$ cat config.mk
export PLATFORM = sky130hd
export DESIGN_NAME = door_occupancy_tracker_flat
export DESIGN_NICKNAME = d
export VERILOG_FILES = /design/src/rtl/door_occupancy_tracker_pkg.sv /design/src/rtl/door_occupancy_tracker_if.sv /design/src/rtl/door_occupancy_tracker_filter.sv /design/src/rtl/door_occupancy_tracker.sv /design/src/flat_wrapper.sv
export SDC_FILE = /design/constraint.sdc
export NUM_CORES = 1
export LEC_CHECK = 0
export BUFFER_PORTS_ARGS = -buffer_cell sky130_fd_sc_hd__buf_2
export CORE_AREA = 4 4 95 97
export CTS_CLUSTER_DIAMETER = 120
export DETAILED_ROUTE_END_ITERATION = 7
export DIE_AREA = 0 0 99 101
export GPL_TIMING_DRIVEN = 0
export PLACE_DENSITY = 0.44
export SYNTH_ARGS = -nofsm -noshare
export SYNTH_HDL_FRONTEND = slang
export SYNTH_HIERARCHICAL = 1
export SYNTH_SLANG_ARGS = --single-unit
$ cat constraint.sdc
create_clock -name clk -period 3.55 [get_ports clk]
set_input_delay 0.355 -clock clk [delete_from_list [all_inputs] [get_ports clk]]
set_output_delay 0.355 -clock clk [all_outputs]
set_load 0.005 [all_outputs]
$ cat src/rtl/door_occupancy_tracker_pkg.sv
// home_auto_pkg: shared state encoding, beam levels and width helper for the door tracker
package home_auto_pkg;
  typedef enum logic [2:0] {IDLE, EN_A, EN_AB, EN_B, EX_B, EX_BA, EX_A, ERR} occ_state_t;
  localparam logic IR_BROKEN = 1'b1;
  localparam logic IR_CLEAR = 1'b0;
  function automatic int clog2(input int v);
    int r;
    r = 0;
    for (int i = 0; i < 31; i++) if ((1 << i) < v) r = i + 1;
    return r;
  endfunction
endpackage

$ cat src/rtl/door_occupancy_tracker_if.sv
// door_occupancy_tracker_if: beam inputs and occupancy outputs of the door tracker
interface door_occupancy_tracker_if #(parameter int CNT_W = 8);
  logic ir_sensor1;
  logic ir_sensor2;
  logic count_clr;
  logic [CNT_W-1:0] curr_count;
  logic occupied;
  logic entry_pulse;
  logic exit_pulse;
  logic seq_error;
  logic sat_flag;
  modport master(output ir_sensor1, ir_sensor2, count_clr,
                 input curr_count, occupied, entry_pulse, exit_pulse, seq_error, sat_flag);
  modport slave(input ir_sensor1, ir_sensor2, count_clr,
                output curr_count, occupied, entry_pulse, exit_pulse, seq_error, sat_flag);
endinterface

$ cat src/rtl/door_occupancy_tracker_filter.sv
// ir_input_filter: 2-FF synchronizer, plus DEB_CYC-sample debounce when DOOR_DEBOUNCE_EN is defined
module ir_input_filter #(
  parameter int DEB_CYC = 16
) (
  input  logic clk,
  input  logic reset,
  input  logic raw,
  output logic filt
);
`ifdef DOOR_DEBOUNCE_EN
  localparam bit DEB_EN = 1'b1;
`else
  localparam bit DEB_EN = 1'b0;
`endif
  logic [1:0] sync;
  always_ff @(posedge clk or negedge reset)
    if (!reset) sync <= '0;
    else sync <= {sync[0], raw};
  generate
    if (DEB_EN && DEB_CYC > 0) begin : g_deb
      localparam int DW = home_auto_pkg::clog2(DEB_CYC + 1);
      logic [DW-1:0] cnt;
      always_ff @(posedge clk or negedge reset)
        if (!reset) begin
          cnt <= '0;
          filt <= 1'b0;
        end else if (sync[1] == filt) cnt <= '0;
        else if (cnt == DW'(DEB_CYC - 1)) begin
          cnt <= '0;
          filt <= sync[1];
        end else cnt <= cnt + 1'b1;
    end else begin : g_raw
      assign filt = sync[1];
    end
  endgenerate
endmodule

$ cat src/rtl/door_occupancy_tracker.sv
// door_occupancy_tracker: beam-sequence FSM with saturating occupant count (DOOR_DEBOUNCE_EN adds input debounce)
module door_occupancy_tracker
  import home_auto_pkg::*;
#(
  parameter int CNT_W = 8,
  parameter int MAX_OCC = 200,
  parameter int TIMEOUT_CYC = 50000,
  parameter int DEB_CYC = 16
) (
  input logic clk,
  input logic reset,
  door_occupancy_tracker_if.slave bus
);
  localparam int TW = clog2(TIMEOUT_CYC + 1);
  localparam logic [1:0] V_0 = {IR_CLEAR, IR_CLEAR};
  localparam logic [1:0] V_A = {IR_BROKEN, IR_CLEAR};
  localparam logic [1:0] V_B = {IR_CLEAR, IR_BROKEN};
  localparam logic [1:0] V_AB = {IR_BROKEN, IR_BROKEN};
  logic s1, s2, tout, ent, ext, err, sat;
  logic ent_q, ext_q, err_q, sat_q, occ_q;
  logic [1:0] v;
  logic [TW-1:0] timer;
  logic [CNT_W-1:0] cnt, cnt_nxt;
  occ_state_t state, nxt;
  ir_input_filter #(.DEB_CYC(DEB_CYC)) u_f1 (.clk, .reset, .raw(bus.ir_sensor1), .filt(s1));
  ir_input_filter #(.DEB_CYC(DEB_CYC)) u_f2 (.clk, .reset, .raw(bus.ir_sensor2), .filt(s2));
  assign v = {s1, s2};
  assign tout = state != IDLE && state != ERR && timer == TW'(TIMEOUT_CYC - 1);
  always_comb begin
    nxt = state;
    case (state)
      IDLE:  nxt = v == V_A ? EN_A : v == V_B ? EX_B : v == V_AB ? ERR : IDLE;
      EN_A:  nxt = v == V_AB ? EN_AB : v == V_0 ? IDLE : v == V_B ? ERR : EN_A;
      EN_AB: nxt = v == V_B ? EN_B : v == V_A ? EN_A : v == V_0 ? ERR : EN_AB;
      EN_B:  nxt = v == V_0 ? IDLE : v == V_AB ? EN_AB : v == V_A ? ERR : EN_B;
      EX_B:  nxt = v == V_AB ? EX_BA : v == V_0 ? IDLE : v == V_A ? ERR : EX_B;
      EX_BA: nxt = v == V_A ? EX_A : v == V_B ? EX_B : v == V_0 ? ERR : EX_BA;
      EX_A:  nxt = v == V_0 ? IDLE : v == V_AB ? EX_BA : v == V_B ? ERR : EX_A;
      default: nxt = v == V_0 ? IDLE : ERR;
    endcase
    if (tout) nxt = ERR;
  end
  assign ent = state == EN_B && nxt == IDLE;
  assign ext = state == EX_A && nxt == IDLE;
  assign err = nxt == ERR && state != ERR;
  assign sat = (ent && cnt == CNT_W'(MAX_OCC)) || (ext && cnt == '0);
  assign cnt_nxt = bus.count_clr ? '0 : sat ? cnt : ent ? cnt + 1'b1 : ext ? cnt - 1'b1 : cnt;
  always_ff @(posedge clk or negedge reset)
    if (!reset) begin
      state <= IDLE;
      timer <= '0;
      cnt <= '0;
      occ_q <= 1'b0;
      ent_q <= 1'b0;
      ext_q <= 1'b0;
      err_q <= 1'b0;
      sat_q <= 1'b0;
    end else begin
      state <= nxt;
      timer <= (nxt != state || state == IDLE || state == ERR) ? '0 : timer + 1'b1;
      cnt <= cnt_nxt;
      occ_q <= cnt_nxt != '0;
      ent_q <= ent;
      ext_q <= ext;
      err_q <= err;
      sat_q <= sat;
    end
  assign bus.curr_count = cnt;
  assign bus.occupied = occ_q;
  assign bus.entry_pulse = ent_q;
  assign bus.exit_pulse = ext_q;
  assign bus.seq_error = err_q;
  assign bus.sat_flag = sat_q;
endmodule

$ cat src/flat_wrapper.sv
// flat-port wrapper written by rule: the top's interface ports become plain ports
module door_occupancy_tracker_flat import home_auto_pkg::*;
#(
  parameter int CNT_W = 8,
  parameter int MAX_OCC = 200,
  parameter int TIMEOUT_CYC = 50000,
  parameter int DEB_CYC = 16
)
  (clk, reset, bus_ir_sensor1, bus_ir_sensor2, bus_count_clr, bus_curr_count, bus_occupied, bus_entry_pulse, bus_exit_pulse, bus_seq_error, bus_sat_flag);
  door_occupancy_tracker_if #(.CNT_W(CNT_W)) bus_i ();
  input logic clk;
  input logic reset;
  input wire logic [$bits(bus_i.ir_sensor1)-1:0] bus_ir_sensor1;
  input wire logic [$bits(bus_i.ir_sensor2)-1:0] bus_ir_sensor2;
  input wire logic [$bits(bus_i.count_clr)-1:0] bus_count_clr;
  output wire logic [$bits(bus_i.curr_count)-1:0] bus_curr_count;
  output wire logic [$bits(bus_i.occupied)-1:0] bus_occupied;
  output wire logic [$bits(bus_i.entry_pulse)-1:0] bus_entry_pulse;
  output wire logic [$bits(bus_i.exit_pulse)-1:0] bus_exit_pulse;
  output wire logic [$bits(bus_i.seq_error)-1:0] bus_seq_error;
  output wire logic [$bits(bus_i.sat_flag)-1:0] bus_sat_flag;
  assign bus_i.ir_sensor1 = bus_ir_sensor1;
  assign bus_i.ir_sensor2 = bus_ir_sensor2;
  assign bus_i.count_clr = bus_count_clr;
  assign bus_curr_count = bus_i.curr_count;
  assign bus_occupied = bus_i.occupied;
  assign bus_entry_pulse = bus_i.entry_pulse;
  assign bus_exit_pulse = bus_i.exit_pulse;
  assign bus_seq_error = bus_i.seq_error;
  assign bus_sat_flag = bus_i.sat_flag;
  door_occupancy_tracker #(.CNT_W(CNT_W), .MAX_OCC(MAX_OCC), .TIMEOUT_CYC(TIMEOUT_CYC), .DEB_CYC(DEB_CYC)) u_core (.clk(clk), .reset(reset), .bus(bus_i));
endmodule
==> out/results.txt <==
Synth Cell Area = 2419 µm²
critical path peak fanout = 7
Setup Fix Bufs, Post-CTS = 0
dominant cell type by area after synthesis = dfrtp_1
Max-slew headroom = 0.4430
mean post-synth cell area = 9.338 µm²
Pwr Density = 662.3 nW/µm²
filler cell count = 847
main area contributors after synthesis = dfrtp_1 (37%), ha_1 (6.2%), nor2_1 (6.2%)
sw frac = 0.4429
post-CTS sizing = 0
Remaining DRCs = 0
number of synthesized register bits = 36
final period utilization = 0.8993
most frequent cells in the layout = nor2_1 (40), dfrtp_1 (36), buf_2 (21)
synthesis warning total = 6
final setup vio count = 0
Sequential Power Share = 0.283
CTS Buffer Depth = 2
Num CTS Buffers = 5
switching power = 798.7 µW
Starting DRT DRC Count = 88
Routed Antenna Nets = 0
num ports = 18
# hold bufs at CTS = 0
die area = 9999 µm²
RSZ-0062 raised after global routing = false
vias in the first global route = 1958
Syn Inst Count = 259
crit path kind = flip-flop to flip-flop
CTS tree = built
crit end category = flip-flop
share of post-route cells with drive strength above 1 = 0.1937
sequential share of the synthesized area = 0.3725
crit-path cells = inv_1 > ha_1 > nor2b_1 > a211o_1 > a221oi_4 > nand3_2 > o31a_1 > nor3_2 > a21oi_1 > or4_1
Core Area = 8134 µm²
Internal Pwr Total = 1005 µW
clock latency on the worst-skew pair = 290 ps
initial antenna violation count = 0
HPWL after detailed placement = 4.275 mm
row count = 33
Clock transition at path regs = 80 ps
drt pass-1 iters = 4
Via density = 5.077
GRT Residual Overflow = 0
CP peak stage delay = 470 ps
Post-synth EDFFs = 0
post-synth cell types = 65
Critical Path Source Type = flip-flop
Async SR Flop Fraction = 1.000
Final Hold Viols = 0
Routability Congestion = 0.8047
crit path buf inv count = 1
Max-Cap Viols = 0
drt wl/cell = 15.08 µm
All-Layer GR Usage = 0.1220
port bufs = 17
CP top delay family = compound AO/OA/AOI/OAI gates
area delta synth->final = 12.57%
CTS HTree Levels = 2
HP Class = primary input to async pin
Main synth FF type = dfrtp_1
die width = 99 µm
status = complete, no violations
setup TNS = 0 ps
detailed-route via count = 1975
Crit path required time = 3710 ps
max-slew violations = 0
most common cell after layout, fill and taps aside = nor2_1
initial core utilization = 0.2973
combinational power share = 0.555
first-pass GRT wire length = 9.818 mm
clock network power share = 0.162
final core occ = 0.3347
Peak VDD IR = 279.6 µV
CTS root buf = clkbuf_8
crit path DAT = 3350 ps
largest net degree at the start of global routing = 37
Nets = 300
Worst path slowest cell = or4_1
routed wire length = 5.868 mm
Synth top area share = 0.3725
fin crit period = 3193 ps
Slew @ Worst Pin = 835.5 ps
Pleak = 0.001193 µW
Clock Sinks = 36
n_diodes = 0
Syn Nets = 276
clock skew = 6.989 ps
Die Y = 101 µm
Max Clock Freq = 313.2 MHz
routing by layer:
layer	share of wire	GRT usage	vias to the layer above
li1	-	-	973
met1	0.47	0.1595	965
met2	0.49	0.2020	30
met3	0.034	0.02768	7
met4	0.0087	0.03466	0
met5	0	0	-
path summary, 6_finish.rpt:
check / from / end / slack (ps) / depth (start not counted)
min in group clk: bus_ir_sensor1 / u_core/u_f1/sync[0] / 170 / 1
hold / removal: reset / u_core/bus.entry_pulse / 160 / 1
setup / recovery: u_core/u_f1/sync[1] / u_core/bus.occupied / 360 / 10
max in group asynchronous: reset / u_core/timer[11] / 2850 / 1
setup reg to reg: u_core/u_f1/sync[1] / u_core/bus.occupied / 360 / 10
hold reg to reg: u_core/u_f1/sync[0] / u_core/u_f1/sync[1] / 350 / 0
worst reg2reg max path: cells and delay by family, from the launching register on:
kind	cells	cell delay, ps
simple gates	4	1070
flops	1	430
buf+inv	1	120
fa+ha+maj	1	360
compound gates	4	1090
metrics by stage:
stage / instance area, µm² / hold WS, ps / total power (µW) / cells / setup WS (ps)
finish: 2723 / 163.0 / 1803 / 389 / 357.4
global route: 2723 / 153.0 / 1949 / 389 / 170.0
CTS: 2723 / 160.3 / 1827 / 389 / 346.1
detailed placement: 2635 / 340.5 / 1522 / 381 / 363.7
global placement: 2635 / 335.5 / 1525 / 381 / 360.1
floorplan: 2419 / 59.41 / 1269 / 259 / 722.6
Yosys cell counts, types with 2 or more instances:
master and instances:
dfrtp_1 36, nand3b_1 3, nor2b_1 3, buf_6 6, a21oi_1 6, o22ai_1 5
a31oi_1 4, and3_1 6, inv_1 11, xnor2_1 11, nor3_2 2, ha_1 12
or3_1 3, o32ai_1 2, nor2_1 40, inv_2 2, or4_1 4, nor4bb_1 2
buf_2 4, nand3_1 13, nand4_1 3, nor4b_1 2, and4_1 2, nand2b_1 5
a41oi_1 2, nor3_1 7, xor2_1 9, o21ai_0 4, nand2_1 12, nor4_1 3
cell families after synthesis:
logic type | Yosys count | synth area share
and+or+nand+nor | 122 | 0.2882
AOI/OAI and AO/OA | 40 | 0.1299
DFF | 36 | 0.3725
buffers and inverters | 27 | 0.06466
xor gates and xnor gates | 20 | 0.07243
adders and majority gates | 12 | 0.06208
muxes | 2 | 0.01034
power by group through the flow:
stage	Sequential (µW)	Combinational [µW]	Clock, µW
3_5_place_dp	520	1000	0
3_3_place_gp	519	1010	0
6_report	510	1000	293
2_1_floorplan	507	762	0
5_1_grt	519	1100	328
4_1_cts	511	1010	309
sequential cells by signal, indices dropped and copies added, names as in the netlist:
| register | count |
|---|---|
| u_core/bus.curr_count | 8 |
| u_core/bus.entry_pulse | 1 |
| u_core/bus.exit_pulse | 1 |
| u_core/bus.occupied | 1 |
| u_core/bus.sat_flag | 1 |
| u_core/bus.seq_error | 1 |
| u_core/state | 3 |
| u_core/timer | 16 |
| u_core/u_f1/sync | 2 |
| u_core/u_f2/sync | 2 |
cell type report:
| class | count | area (µm²) | area share |
|---|---|---|---|
| timing repair buffer | 17 | 85.08 | 0.03125 |
| clock buffer | 5 | 68.82 | 0.02528 |
| multi-input combinational | 196 | 1361 | 0.5000 |
| tap | 105 | 131.4 | 0.04825 |
| clock inverter | 3 | 18.77 | 0.006893 |
| sequential | 36 | 900.9 | 0.3309 |
| inverter | 13 | 48.80 | 0.01792 |
| buffer | 14 | 107.6 | 0.03952 |
Power figures use the tool's default switching activity.
